File: src/rtl/lcd_pkg.sv
// lcd_pkg: shared LCD bus mode encodings, reader FSM states and default HD44780 timing constants.
package lcd_pkg;
  typedef enum logic [1:0] {
    MODE_STATUS = 2'b00,
    MODE_DATA   = 2'b01,
    MODE_POLL   = 2'b10,
    MODE_RSVD   = 2'b11
  } lcd_mode_e;
  typedef enum logic [2:0] {IDLE, SETUP, E_HI, HOLD, GAP, DONE} lcd_state_e;
  localparam int T_AS_DEF = 3;
  localparam int T_PW_DEF = 25;
  localparam int T_AH_DEF = 2;
  localparam int T_CYC_DEF = 50;
  localparam logic [15:0] POLL_MAX_DEF = 16'd50000;
endpackage

File: src/rtl/lcd_reader_if.sv
// lcd_reader_if: request/acknowledge handshake between the LCD writer FSM (master) and lcd_reader (slave).
//   req/mode: start a read of the given mode; busy/done/rdata/timeout: transaction status and result.
interface lcd_reader_if;
  logic       req;
  logic [1:0] mode;
  logic       busy;
  logic       done;
  logic [7:0] rdata;
  logic       timeout;
  modport master(output req, mode, input busy, done, rdata, timeout);
  modport slave(input req, mode, output busy, done, rdata, timeout);
endinterface

File: src/rtl/sync2.sv
// sync2: two-flop synchronizer for an asynchronous bus.
//   clk, rst_n (async active-low), i_d: async input, o_q: synchronized output.
module sync2 #(
  parameter int W = 8
) (
  input  logic         clk,
  input  logic         rst_n,
  input  logic [W-1:0] i_d,
  output logic [W-1:0] o_q
);
  logic [W-1:0] r_meta, r_q;
  always_ff @(posedge clk or negedge rst_n) begin
    if (!rst_n) begin
      r_meta <= '0;
      r_q    <= '0;
    end else begin
      r_meta <= i_d;
      r_q    <= r_meta;
    end
  end
  assign o_q = r_q;
endmodule

File: src/rtl/lcd_reader.sv
// lcd_reader: HD44780 read-cycle engine returning busy flag/address or RAM data, with busy-flag polling.
//   clk_50MHZ, reset (async active-low), bus: req/mode in, busy/done/rdata/timeout out,
//   own_bus/LCD_RS/LCD_RW/LCD_E: LCD control while owning the bus, DATA_BUS: LCD data pins (input only).
module lcd_reader
  import lcd_pkg::*;
#(
  parameter int          T_AS     = T_AS_DEF,
  parameter int          T_PW     = T_PW_DEF,
  parameter int          T_AH     = T_AH_DEF,
  parameter int          T_CYC    = T_CYC_DEF,
  parameter logic [15:0] POLL_MAX = POLL_MAX_DEF
) (
  input  logic         clk_50MHZ,
  input  logic         reset,
  lcd_reader_if.slave  bus,
  output logic         own_bus,
  output logic         LCD_RS,
  output logic         LCD_RW,
  output logic         LCD_E,
  input  logic [7:0]   DATA_BUS
);
  localparam int W = $clog2(T_CYC);
  // GAP pads each poll iteration so consecutive E rises are exactly T_CYC apart
  localparam int T_GAP = T_CYC - T_AS - T_PW - T_AH;
  lcd_state_e  r_state;
  lcd_mode_e   r_mode;
  logic [W-1:0] r_phase;
  logic [15:0] r_poll;
  logic [7:0]  r_sample, r_rdata;
  logic        r_armed, r_busy, r_done, r_timeout, r_own, r_rs, r_rw, r_e;
  logic [7:0]  w_sync;
  logic [15:0] w_cnt;
  logic        w_last, w_poll;
  sync2 #(.W(8)) u_sync (.clk(clk_50MHZ), .rst_n(reset), .i_d(DATA_BUS), .o_q(w_sync));
  assign w_last = r_phase == '0;
  assign w_poll = r_mode == MODE_POLL;
  assign w_cnt  = (r_poll == POLL_MAX) ? r_poll : r_poll + 16'd1;
  // r_armed blocks a req seen on the very first edge after reset release
  always_ff @(posedge clk_50MHZ or negedge reset) begin
    if (!reset) begin
      r_state   <= IDLE;
      r_mode    <= MODE_STATUS;
      r_phase   <= '0;
      r_poll    <= '0;
      r_sample  <= '0;
      r_rdata   <= '0;
      r_armed   <= 1'b0;
      r_busy    <= 1'b0;
      r_done    <= 1'b0;
      r_timeout <= 1'b0;
      r_own     <= 1'b0;
      r_rs      <= 1'b0;
      r_rw      <= 1'b0;
      r_e       <= 1'b0;
    end else begin
      r_armed <= 1'b1;
      r_done  <= 1'b0;
      r_phase <= r_phase - 1'b1;
      case (r_state)
        IDLE: if (bus.req && r_armed) begin
          r_state <= SETUP;
          r_mode  <= lcd_mode_e'(bus.mode);
          r_rs    <= bus.mode == MODE_DATA;
          r_rw    <= 1'b1;
          r_own   <= 1'b1;
          r_busy  <= 1'b1;
          r_poll  <= '0;
          r_phase <= W'(T_AS - 1);
        end
        SETUP: if (w_last) begin
          r_state <= E_HI;
          r_e     <= 1'b1;
          r_phase <= W'(T_PW - 1);
        end
        E_HI: if (w_last) begin
          r_state  <= HOLD;
          r_e      <= 1'b0;
          r_sample <= w_sync;
          r_phase  <= W'(T_AH - 1);
        end
        HOLD: if (w_last) begin
          if (w_poll) r_poll <= w_cnt;
          if (w_poll && r_sample[7] && w_cnt < POLL_MAX) begin
            r_state <= GAP;
            r_phase <= W'(T_GAP - 1);
          end else begin
            r_state   <= DONE;
            r_done    <= 1'b1;
            r_busy    <= 1'b0;
            r_own     <= 1'b0;
            r_rs      <= 1'b0;
            r_rw      <= 1'b0;
            r_rdata   <= r_sample;
            r_timeout <= w_poll && r_sample[7];
          end
        end
        GAP: if (w_last) begin
          r_state <= SETUP;
          r_phase <= W'(T_AS - 1);
        end
        DONE: r_state <= IDLE;
        default: r_state <= IDLE;
      endcase
    end
  end
  assign bus.busy    = r_busy;
  assign bus.done    = r_done;
  assign bus.rdata   = r_rdata;
  assign bus.timeout = r_timeout;
  assign own_bus     = r_own;
  assign LCD_RS      = r_rs;
  assign LCD_RW      = r_rw;
  assign LCD_E       = r_e;
endmodule
File: src/flat_wrapper.sv
// flat-port wrapper written by rule: the top's interface ports become plain ports
module lcd_reader_flat import lcd_pkg::*;
#(
  parameter int          T_AS     = T_AS_DEF,
  parameter int          T_PW     = T_PW_DEF,
  parameter int          T_AH     = T_AH_DEF,
  parameter int          T_CYC    = T_CYC_DEF,
  parameter logic [15:0] POLL_MAX = POLL_MAX_DEF
)
  (clk_50MHZ, reset, own_bus, LCD_RS, LCD_RW, LCD_E, DATA_BUS, bus_req, bus_mode, bus_busy, bus_done, bus_rdata, bus_timeout);
  lcd_reader_if bus_i ();
  input  logic clk_50MHZ;
  input  logic reset;
  output logic own_bus;
  output logic LCD_RS;
  output logic LCD_RW;
  output logic LCD_E;
  input  logic [7:0] DATA_BUS;
  input wire logic [$bits(bus_i.req)-1:0] bus_req;
  input wire logic [$bits(bus_i.mode)-1:0] bus_mode;
  output wire logic [$bits(bus_i.busy)-1:0] bus_busy;
  output wire logic [$bits(bus_i.done)-1:0] bus_done;
  output wire logic [$bits(bus_i.rdata)-1:0] bus_rdata;
  output wire logic [$bits(bus_i.timeout)-1:0] bus_timeout;
  assign bus_i.req = bus_req;
  assign bus_i.mode = bus_mode;
  assign bus_busy = bus_i.busy;
  assign bus_done = bus_i.done;
  assign bus_rdata = bus_i.rdata;
  assign bus_timeout = bus_i.timeout;
  lcd_reader #(.T_AS(T_AS), .T_PW(T_PW), .T_AH(T_AH), .T_CYC(T_CYC), .POLL_MAX(POLL_MAX)) u_core (.clk_50MHZ(clk_50MHZ), .reset(reset), .bus(bus_i), .own_bus(own_bus), .LCD_RS(LCD_RS), .LCD_RW(LCD_RW), .LCD_E(LCD_E), .DATA_BUS(DATA_BUS));
endmodule
File: config.mk
export PLATFORM = sky130hd
export DESIGN_NAME = lcd_reader_flat
export DESIGN_NICKNAME = d
export VERILOG_FILES = /design/src/rtl/lcd_pkg.sv /design/src/rtl/lcd_reader_if.sv /design/src/rtl/sync2.sv /design/src/rtl/lcd_reader.sv /design/src/flat_wrapper.sv
export SDC_FILE = /design/constraint.sdc
export NUM_CORES = 1
export LEC_CHECK = 0
export BUFFER_PORTS_ARGS = -buffer_cell sky130_fd_sc_hd__buf_2
export CORE_MARGIN = 2
export CORE_UTILIZATION = 45
export DETAILED_ROUTE_END_ITERATION = 7
export PLACE_DENSITY = 0.69
export SLEW_MARGIN = 20
export SYNTH_ARGS = -nofsm -noshare
export SYNTH_HDL_FRONTEND = slang
export SYNTH_SLANG_ARGS = --single-unit
File: constraint.sdc
create_clock -name clk_50MHZ -period 2.6 [get_ports clk_50MHZ]
set_input_delay 0.39 -clock clk_50MHZ [delete_from_list [all_inputs] [get_ports clk_50MHZ]]
set_output_delay 0.39 -clock clk_50MHZ [all_outputs]
set_load 0.05 [all_outputs]
Word-level counts from Yosys, hierarchy flattened
Index checks and enable logic that the tools add are counted.

cells by class
  eq/ne operators = 14
  order comparisons = 1
  bitwise gates (word level) = 1
  reductions and logical operators = 14
  multiplexer cells = 31
  $add $sub $neg = 2

operators by type and width
  cell                   number
  $mux 16                4
  $mux 6                 6
  $pmux 16 s2            1
  $pmux 6 s5             1
  $add 16x1->16 const B  1
  $eq 16x16->1 const B   1
  $lt 16x16->1 const B   1
  $mux 3                 5
  $pmux 3 s5             1
  $ne 2x1->1 const B     6
  $mux 1                 10
  $reduce_and 4->1       2
  $eq 3x2->1 const B     2
  $logic_not 6->1        1
  $pmux 1 s2             3
  $reduce_and 3->1       2
  $sub 6x1->6 const B    1
  $reduce_and 5->1       1
  $reduce_and 2->1       2
  $reduce_bool 2->1      2
  $eq 3x1->1 const B     1
  $eq 3x3->1 const B     1
  $logic_and 1x1->1      3
  $logic_not 3->1        1
  4 further kinds        4

storage, ports and cells
  output and inout bits = 15
  bits of input ports = 13
  flip-flop bits (word level) = 65

Logic depth before layout (Yosys ltp)
Gate-level depths: netlist (run 1).

  depth in word-level cells = 7
  mapped depth = 10
  depth with buffers taken out = 9

Modules after synthesis
Synthesis (run 1) repeated with hierarchy kept, for this count alone.

second synthesis, totals
  cells, all modules = 319
  area total of the unflattened synthesis = 3260.6 um^2

modules (own cells, without submodules)
  module      area an instance (um^2)  times used  cells each
  lcd_reader  2860.2                   1           303
  sync2       400.4                    1           16

Worst setup path after synthesis (run 1)
Ideal clock, no wire load.

  path type = flip-flop to flip-flop
  from = register u_core.r_poll[4]
  to = register u_core.r_rdata[0] (netlist: u_core.bus.rdata[0])
  clock period less this slack = 2.537 ns
  setup time = 0.125 ns
  data required time = 2.475 ns
  cell stages (with the launch flop) = 9
  buffers on the path = 1
  setup slack = 0.063 ns
  arrival = 2.412 ns
  path through = dfrtp_1 > nand3_2 > or3_4 > or4_1 > o31a_1 > o31ai_4 > nor2_2 > buf_6 > mux2_4

between the ends
  longest elaborated chain between the ends = 6
  elaborated cells between the ends (all ways) = 7
  those cells by class = add/sub (1); order compare (1); eq/ne (1); mux (1); bitwise (1); reduce/logical (2)

RTL lines
  item                                           line              text
  start, declared                                lcd_reader.sv:28  logic [15:0] r_poll;
  start signal, assigned                         lcd_reader.sv:82  if (w_poll) r_poll <= w_cnt;
  $add 16x1->16 or $eq 16x16->1 (tied branches)  lcd_reader.sv:37  assign w_cnt = (r_poll == POLL_MAX) ? r_poll : r_poll + 16'd1;
  $mux 16 *                                      lcd_reader.sv:37
  $lt 16x16->1 *                                 lcd_reader.sv:83  if (w_poll && r_sample[7] && w_cnt < POLL_MAX) begin
  $logic_and 1x1->1 *                            lcd_reader.sv:83
  $not 1->1 (no source line) *                   n/a
  $reduce_and 3->1 (no source line) *            n/a
  end signal, assigned                           lcd_reader.sv:93  r_rdata <= r_sample;
  end, declared                                  lcd_reader.sv:29  logic [7:0] r_sample, r_rdata;

Mark *: on every way between the ends. The rest lies on a longest branch, timed or not.
A chain may end at the register's enable or synchronous reset.

Final worst setup path (run 1)
  from = register u_core.r_poll[3]
  to = register u_core.r_rdata[6] (netlist: u_core.bus.rdata[6])

The elaborated chain is that of the path after synthesis.

==> impl_metrics.tcl, run 1 <==
set metrics [dict create \
    status "finished, final reports clean" \
    setup_ws_ns 0.0656 \
    slowest_delay_ns 0.48 \
    cts_tree "built" \
    diodes 0 \
    path_class "register to register" \
    setup_tns_ns 0 \
    htreeDepth 3 \
    root_buffer "clkbuf_8" \
    setup_viol 0 \
    gp_congestion 0.903 \
    die_y_um 88.1 \
    yosys_warnings 0 \
    ys_top_cells_by_area "dfrtp_1 51%, o21ai_0 3.9%, mux2_2 3.9%, nor2_1 3.7%, mux2_4 3.3%" \
    fp.dieW_um 88.1 \
    crit_buf_inv 0 \
    syn_area_per_cell_um2 10.4 \
    grtUsageMet2 0.291 \
    wirelength_mm 7.15 \
    drc_errors 0 \
    period_share 0.975 \
    synth_flop_cell "dfrtp_1" \
    grt_max_degree 66 \
    drt_iter0_markers 268 \
    finalCriticalPeriod_ns 2.53 \
    grt.busiest_layer "met2" \
    synth_common_cells "65 x dfrtp_1, 31 x nor2_1, 25 x nand2_1, 25 x o21ai_0" \
    wire_per_inst_um 15.3 \
    area_growth_pct 23.8 \
    grt_pass1_vias 2342 \
    required_ns 2.83 \
    clock_path_buffers 2 \
    core_um2 6830 \
    met3_usage 0.0490 \
    cts-buffers-inserted 9 \
    worstHoldPathType "input port to asynchronous set/reset pin" \
    final_cells 466 \
    async_flop_share 1.00 \
    row_count 30 \
    use_met1 0.284 \
    cp-end-kind "register" \
    pre_cts_ws_ns -0.103 \
    synth_top_area_cell "dfrtp_1" \
    vias_per_cell 5.59 \
    antenna_found_initial 0 \
    cts_hold_buffers 0 \
    path_max_fanout 7 \
    track_usage 0.198 \
    dp.cells 447 \
    postRouteAntennaNets 0 \
    pin_count 28 \
    mappedNetlistArea_um2 3180 \
    p_leak_uw 0.00182 \
    layout-drive-gt1-share 0.311 \
    p_per_area_nw_per_um2 520 \
    start_util 0.465 \
    arrival_ns 2.76 \
    hold_violations 0 \
    total_power_uw 2050 \
    ff2ff_setup_slack_ns 0.07 \
    netlist_instances 305 \
    hpwlAfterDp_mm 4.80 \
    post-synth-top-count-cell "dfrtp_1" \
    first_pass_iters 5 \
    ir_drop_mv 0.404 \
    synth_fp_nets 322 \
    clkTransAtPathRegs_ns 0.07 \
    maxSlewViolCount 0 \
    ys_ff_latch 65 \
    start_kind "register" \
    numClockSinks 65 \
    final_nets 382 \
    synth_cell_types 61 \
    cp_slowest_cell "or4_1" \
    overflow 0 \
    synth_seq_area_share 0.512 \
    die-area_um2 7750 \
    synth.top_cell.area_share 0.512 \
    vias 2606 \
    final_util 0.576 \
    synth_edf_count 0 \
    clk_latency_ns 0.35 \
    cap_violations 0 \
    worstPathCellList "nand3_4, or3_4, or4_1, o31a_1, o31ai_4, nor2_4, mux2_4" \
    fmax_mhz 395 \
    clock_skew_ns 0.00811 \
    numPortBuffers 27 \
    cpLargestDelayFamily "simple AND/OR/NAND/NOR gates" \
    grt_first_pass_wirelength_mm 11.6 \
]
-- per-layer routing --
metal / part of all wire / up-vias
met5: 0 / -
met4: 0.017 / 0
met3: 0.051 / 10
met2: 0.46 / 89
met1: 0.47 / 1274
li1: - / 1233
-- worst register-to-register path: stages, from the launching register on --
cell and delay [ns]:
dfrtp_2 0.43, nand3_4 0.13, or3_4 0.42, or4_1 0.48, o31a_1 0.16, o31ai_4 0.37
nor2_4 0.13, mux2_4 0.32
-- through the flow --
stage,instance area [um^2],hold slack (ns)
6_report,3940,0.0596
5_1_grt,3940,0.0772
2_1_floorplan,3180,0.0944
3_3_place_gp,3650,0.332
4_1_cts,3890,0.0565
3_5_place_dp,3650,0.335
-- sequential cells by signal, summed over array words and instances, names as in the netlist, 2 cells and up --
signal	cells
u_core.r_poll	16
u_core.bus.rdata	8
u_core.r_sample	8
u_core.u_sync.o_q	8
u_core.u_sync.r_meta	8
u_core.r_phase	6
u_core.r_state	3
u_core.r_mode	2
-- repair_timing --
item                                    CTS  global route
cloned                                    0             1
resized for setup                         3             8
buffers inserted                          1             1
endpoints found under the setup margin    9            17
pin swaps                                 0             4
-- where the power goes --
part           total (uW)  switching, uW  internal (uW)
clock                 983            414            569
sequential           1030           3.91           1020
combinational        35.9           24.6           11.3
-- cell type report --
type	instances	area (um^2)
fillers	586	2890
inverters	7	26.3
repair buffers	64	442
flip-flops and latches	65	1630
well taps	96	120
clock buffers	10	138
multi-input cells	218	1490
clock inverters	6	90.1
-- cells in the final DEF, fill, tap and decap left out, types with 3 or more instances in the layout --
master	netlist	layout
dfrtp_1	65	61
and2_1	3	3
nand3_1	12	10
nand4_1	3	3
xnor2_1	6	6
a31oi_1	3	3
and3_1	7	7
ha_1	4	4
inv_1	7	7
a21oi_1	8	8
nor3_1	4	4
o21ai_0	25	25
o31ai_1	10	10
clkbuf_8	0	10
a211oi_1	3	3
buf_4	2	34
nand2b_1	4	4
mux2_4	7	7
buf_2	1	27
dfrtp_2	0	4
nand2_1	25	25
nor2_1	31	31
o41ai_1	4	4
mux2_2	11	11
xor2_1	3	3
-- cells by family (layout without fill, tap and decap cells) --
logic type	count (synthesis)	after routing	synth area share
AO/OA/AOI/OAI	71	71	0.153
XOR/XNOR	9	9	0.0248
adder cells (fa/ha/maj)	4	4	0.0157
buffers and inverters	23	87	0.0323
flip-flops	65	65	0.512
multiplexers	19	19	0.0752
other	1	1	0.00118
AND/OR/NAND/NOR	113	114	0.187
-- final timing paths --
check / startpoint / end / cells after the start
worst min-delay path: reset / u_core.r_poll[2]$_DFFE_PN0P_ / 2
worst min register to register: u_core.u_sync.r_meta[3]$_DFF_PN0_ / u_core.u_sync.o_q[3]$_DFF_PN0_ / 0
min in group clk_50MHZ: DATA_BUS[0] / u_core.u_sync.r_meta[0]$_DFF_PN0_ / 1
worst max register to register: u_core.r_poll[3]$_DFFE_PN0P_ / u_core.bus.rdata[6]$_DFFE_PN0P_ / 7
worst max-delay path: u_core.r_poll[3]$_DFFE_PN0P_ / u_core.bus.rdata[6]$_DFFE_PN0P_ / 7
max in group asynchronous: reset / u_core.r_poll[7]$_DFFE_PN0P_ / 2
(Power assumes the default switching activity.)
==> run 2: changes to the inputs <==
Settings changed: ABC_AREA set to 1, PLACE_DENSITY 0.69 to 0.7.
==> run 2 against run 1 <==
Clock power fell by 2%. Die area fell by 4.1%. Core utilization fell by 3.5 points. Highest routed layer unchanged. Synthesized area fell by 4.3%. Final cell count rose by 5.6%. Via count fell by 6.9%. Largest cell class unchanged. Non-clock buffer count fell by 33. Clock skew rose by 0.0030 ns. Flip-flop and latch count did not move.
==> impl_metrics.tcl, run 2 <==
set metrics [dict create \
    status "finished, final reports clean" \
    p_leak_uw 0.00180 \
    final_util 0.542 \
    gp_congestion 0.910 \
    mostFrequentLayoutCells "127 x nand2_1, 65 x dfrtp_1, 48 x inv_1, 31 x nor2_1, 27 x buf_2" \
    clock_path_buffers 2 \
    setup_tns_ns 0 \
    antenna_found_initial 0 \
    clk_latency_ns 0.35 \
    row_count 29 \
    root_buffer "clkbuf_8" \
    fmax_mhz 438 \
    start_kind "register" \
    maxSlewViolCount 0 \
    numClockSinks 65 \
    final_cells 492 \
    hpwlAfterDp_mm 4.51 \
    largest_reg_flops 16 \
    rsz0062_at_grt "false" \
    cts_hold_buffers 0 \
    cts_tree "built" \
    grt_max_degree 66 \
    async_flop_share 1.00 \
    cp-end-kind "register" \
    setup_viol 0 \
    synth_fp_nets 391 \
    ys_top_cells_by_area "dfrtp_1 53%, nand2_1 16%, inv_1 5.9%, nor2_1 3.8%, nand3_1 3.5%" \
    required_ns 2.89 \
    layout_commonest_cell "nand2_1" \
    dp.cells 476 \
    drc_errors 0 \
    fp.dieW_um 86.2 \
    post-synth-top-count-cell "nand2_1" \
    cts-buffers-inserted 9 \
    synth_top_area_cell "dfrtp_1" \
    start_util 0.471 \
    grt_first_pass_wirelength_mm 10.5 \
    grt_pass1_vias 2351 \
    synth_cell_types 30 \
    netlist_instances 374 \
    synth_edf_count 0 \
    vias_per_cell 4.93 \
    post_cts_buffers 0 \
    synth_common_cells "127 x nand2_1, 65 x dfrtp_1, 48 x inv_1" \
    total_power_uw 3620 \
    largest_register "u_core.r_poll" \
    path_class "register to register" \
    postRouteAntennaNets 0 \
    core_um2 6460 \
    crit_start "u_core.r_poll[0]$_DFFE_PN0P_" \
    pin_count 28 \
    r2r-start "u_core.r_poll[0]$_DFFE_PN0P_" \
    holdWs_ns 0.0467 \
    finalCriticalPeriod_ns 2.28 \
    synth_flop_cell "dfrtp_1" \
    area_growth_pct 15.1 \
    overflow 0 \
    fill_cells 590 \
    wire_per_inst_um 12.3 \
    p_per_area_nw_per_um2 1040 \
    path_max_fanout 11 \
    arrival_ns 2.57 \
    mappedNetlistArea_um2 3040 \
    synth_seq_area_share 0.535 \
    yosys_warnings 0 \
    period_share 0.878 \
    syn_area_per_cell_um2 8.13 \
    diodes 0 \
    wirelength_mm 6.05 \
    clock_skew_ns 0.0111 \
    ff2ff_path_depth 15 \
    cap_violations 0 \
    ir_drop_mv 0.365 \
    drt_iter0_markers 158 \
    layout-drive-gt1-share 0.147 \
    synth.top_cell.area_share 0.535 \
    clkTransAtPathRegs_ns 0.08 \
    ys_ff_latch 65 \
    worstHoldPathType "input port to asynchronous set/reset pin" \
    vias 2425 \
    numPortBuffers 27 \
    final_nets 427 \
    die-area_um2 7430 \
    hold_violations 0 \
    htreeDepth 3 \
    cts_resized 0 \
    first_pass_iters 4 \
    die_y_um 86.2 \
    track_usage 0.182 \
]
-- run 2: cell count changes after synthesis, sizes merged, moves of 8 or more --
cell and change:
nand2 +106, inv +42, mux2 -18, clkbuf -11, o31ai -11, nand3 +10, o22ai +10, o21ai -8
-- run 2: cells by family (layout without fill, tap and decap cells) --
kind of cell,count (synthesis),after routing,synth area share
compound gates,36,36,0.0679
xor+xnor,7,7,0.0202
fa+ha+maj,4,4,0.0165
buf+inv,56,97,0.0749
flops,65,65,0.535
other cells,1,1,0.00123
simple gates,205,205,0.285
-- run 2: area by class of cell --
cell class	count	area [um^2]	share of cell area
sequential	65	1630	0.465
multi-input combinational	253	1190	0.339
inverter	50	188	0.0536
timing repair buffer	31	178	0.0508
clock buffer	9	124	0.0354
clock inverter	7	100	0.0286
tap	77	96.3	0.0275
-- run 2: path summary, 6_finish.rpt --
check                                                    end  slack [ns]
hold / removal                   u_core.r_phase[5]$_DFF_PN0_        0.05
setup reg to reg             u_core.bus.rdata[5]$_DFFE_PN0P_        0.32
hold reg to reg               u_core.u_sync.o_q[1]$_DFF_PN0_        0.35
setup / recovery             u_core.bus.rdata[5]$_DFFE_PN0P_        0.32
max in group asynchronous       u_core.r_poll[8]$_DFFE_PN0P_        2.29
min in group clk_50MHZ     u_core.u_sync.r_meta[6]$_DFF_PN0_        0.15
-- run 2: where the power goes --
group,internal [uW],leakage (uW),switching (uW)
clock network,549,0.000115,417
registers,1220,0.000840,131
logic,393,0.000845,916
-- run 2: stage by stage --
stage / cell area, um^2 / setup slack (ns)
floorplan: 3040 / 0.780
detailed placement: 3280 / 0.373
finish: 3500 / 0.318
global route: 3500 / 0.0912
CTS: 3500 / 0.344
global placement: 3280 / 0.456
-- run 2: critical path: stages (launching register included) --
cell      delay [ns]
dfrtp_1         0.39
ha_1            0.19
nand2_1         0.10
nor2_2          0.24
nand2_1         0.10
nand2_1         0.07
nand2_1         0.06
clkinv_1        0.05
nand3_1         0.08
nor2_1          0.11
nand3_1         0.14
nand3_2         0.12
nand3_2         0.20
inv_2           0.21
nand2_1         0.09
nand2_1         0.07
-- run 2: per-layer routing --
metal,global-route usage,share of wire,wire [um]
met5,0,0,0
met4,0.0682,0.011,65
met1,0.241,0.47,2870
met3,0.0429,0.028,171
met2,0.293,0.49,2940
==> run 3: changes to the inputs <==
Settings changed: CORE_MARGIN 2 to 10, CORE_UTILIZATION 45 to 30, PLACE_DENSITY 0.7 to 0.52, REMOVE_ABC_BUFFERS set to 1.
==> run 3 against run 2 <==
Register-to-register slack better by 0.03 ns. Critical path type unchanged. Fmax is 1.4% higher. Non-clock buffer count is the same. Flip-flop and latch count stayed put. Largest cell class unchanged.
==> impl_metrics.tcl, run 3 (synthesis results as in run 2) <==
set metrics [dict create \
    status "finished, final reports clean" \
    grt_first_pass_wirelength_mm 11.6 \
    p_leak_uw 0.00180 \
    top_layer_used "met4" \
    layout_commonest_cell "nand2_1" \
    cp-end-kind "register" \
    dp.cells 532 \
    final_util 0.364 \
    numPortBuffers 27 \
    ir_drop_mv 0.485 \
    area_growth_pct 17.5 \
    setup_viol 0 \
    largest_register "u_core.r_poll" \
    clk_latency_ns 0.34 \
    final_nets 427 \
    hpwlAfterDp_mm 5.00 \
    period_share 0.866 \
    overflow 0 \
    rsz0062_at_grt "false" \
    drc_errors 0 \
    place_area_um2 3350 \
    drt_iter0_markers 188 \
    wl_met2_mm 3.07 \
    grt_pass1_vias 2410 \
    post_cts_buffers 0 \
    worstHoldPathType "input port to asynchronous set/reset pin" \
    diodes 0 \
    start_kind "register" \
    first_pass_iters 4 \
    row_count 36 \
    cap_violations 0 \
    cts_hold_buffers 0 \
    path_max_fanout 11 \
    numClockSinks 65 \
    hold_violations 0 \
    finalInstanceArea_um2 3570 \
    r2r-start "u_core.r_poll[0]$_DFFE_PN0P_" \
    setup_tns_ns 0 \
    clock_skew_ns 0.00822 \
    met3_length_um 263 \
    cts-buffers-inserted 9 \
    wirelength_mm 6.75 \
    final_cells 548 \
    wire_per_inst_um 12.3 \
    vias 2424 \
    fmax_mhz 444 \
    postRouteAntennaNets 0 \
    layout-drive-gt1-share 0.147 \
    die_y_um 121 \
    path_class "register to register" \
    finalCriticalPeriod_ns 2.25 \
    slowest_delay_ns 0.40 \
    antenna_found_initial 0 \
    cp_common_cell "nand2_1" \
    htreeDepth 3 \
    crit_buf_inv 1 \
    cpLargestDelayFamily "simple AND/OR/NAND/NOR gates" \
    arrival_ns 2.53 \
    vias_per_cell 4.42 \
    die-area_um2 14600 \
    track_usage 0.0976 \
    grt_max_degree 66 \
    fp.dieW_um 121 \
    core_um2 9820 \
    maxSlewViolCount 0 \
    cts_resized 0 \
    clock_path_buffers 2 \
    cts_tree "built" \
    required_ns 2.88 \
    mostFrequentLayoutCells "127 x nand2_1, 65 x dfrtp_1, 48 x inv_1, 31 x nor2_1, 27 x buf_2" \
    pin_count 28 \
    root_buffer "clkbuf_8" \
    start_util 0.310 \
    p_per_area_nw_per_um2 1020 \
    crit_start "u_core.r_poll[0]$_DFFE_PN0P_" \
    wl_met1_mm 3.29 \
    worstPathCellList "ha_1, nand2_1, nor2_2, nand3_1, nand2_1, nand2_1, nor2_1, nand3_1, nand3_2, nand3_2, inv_2, nand2_1, nand2_1" \
    cp_slowest_cell "dfrtp_1" \
    largest_reg_flops 16 \
    gp_congestion 0.868 \
    clkTransAtPathRegs_ns 0.07 \
]
run 3: cell count changes in the layout (fill, tap and decap cells not counted):
cell        before  now
clkbuf_8         9   10
clkinvlp_4       0    1
inv_6            3    1
run 3: final timing paths:
kind	endpoint	slack, ns	cells after the start
worst max-delay path	u_core.bus.rdata[6]$_DFFE_PN0P_	0.35	13
worst min-delay path	u_core.r_poll[3]$_DFFE_PN0P_	0.04	2
worst max register to register	u_core.bus.rdata[6]$_DFFE_PN0P_	0.35	13
worst min register to register	u_core.u_sync.o_q[1]$_DFF_PN0_	0.35	0
max in group asynchronous	u_core.r_poll[7]$_DFFE_PN0P_	2.26	2
min in group clk_50MHZ	u_core.u_sync.r_meta[6]$_DFF_PN0_	0.15	1
run 3: stage by stage:
| stage | hold WS [ns] | setup slack (ns) | total power (uW) |
|---|---|---|---|
| after floorplan | 0.0944 | 0.306 | 2320 |
| after global placement | 0.333 | 0.390 | 2700 |
| after detailed placement | 0.335 | 0.359 | 2700 |
| after CTS | 0.0621 | 0.317 | 3690 |
| after global routing | 0.0801 | 0.0861 | 3970 |
| final | 0.0404 | 0.349 | 3640 |
run 3: layout make-up:
cell class | instances | area, um^2
fillers | 1051 | 6250
flip-flops and latches | 65 | 1630
multi-input cells | 253 | 1190
inverters | 50 | 188
repair buffers | 31 | 178
well taps | 133 | 166
clock buffers | 10 | 138
clock inverters | 6 | 90.1
run 3: per-layer routing:
metal  GRT usage  vias up
met5           0        -
met4      0.0445        0
met3      0.0228       11
met2       0.152       44
met1       0.126     1121
li1            -     1248
run 3: power breakdown:
group	internal, uW	switching (uW)
sequential	1220	135
combinational	393	929
clock	569	402
run 3: worst register-to-register path: stages (launching register included):
cell and delay [ns]:
dfrtp_1 0.40, ha_1 0.19, nand2_1 0.11, nor2_2 0.28, nand3_1 0.11, nand2_1 0.10, nand2_1 0.09, nor2_1 0.11
nand3_1 0.12, nand3_2 0.10, nand3_2 0.22, inv_2 0.22, nand2_1 0.09, nand2_1 0.06
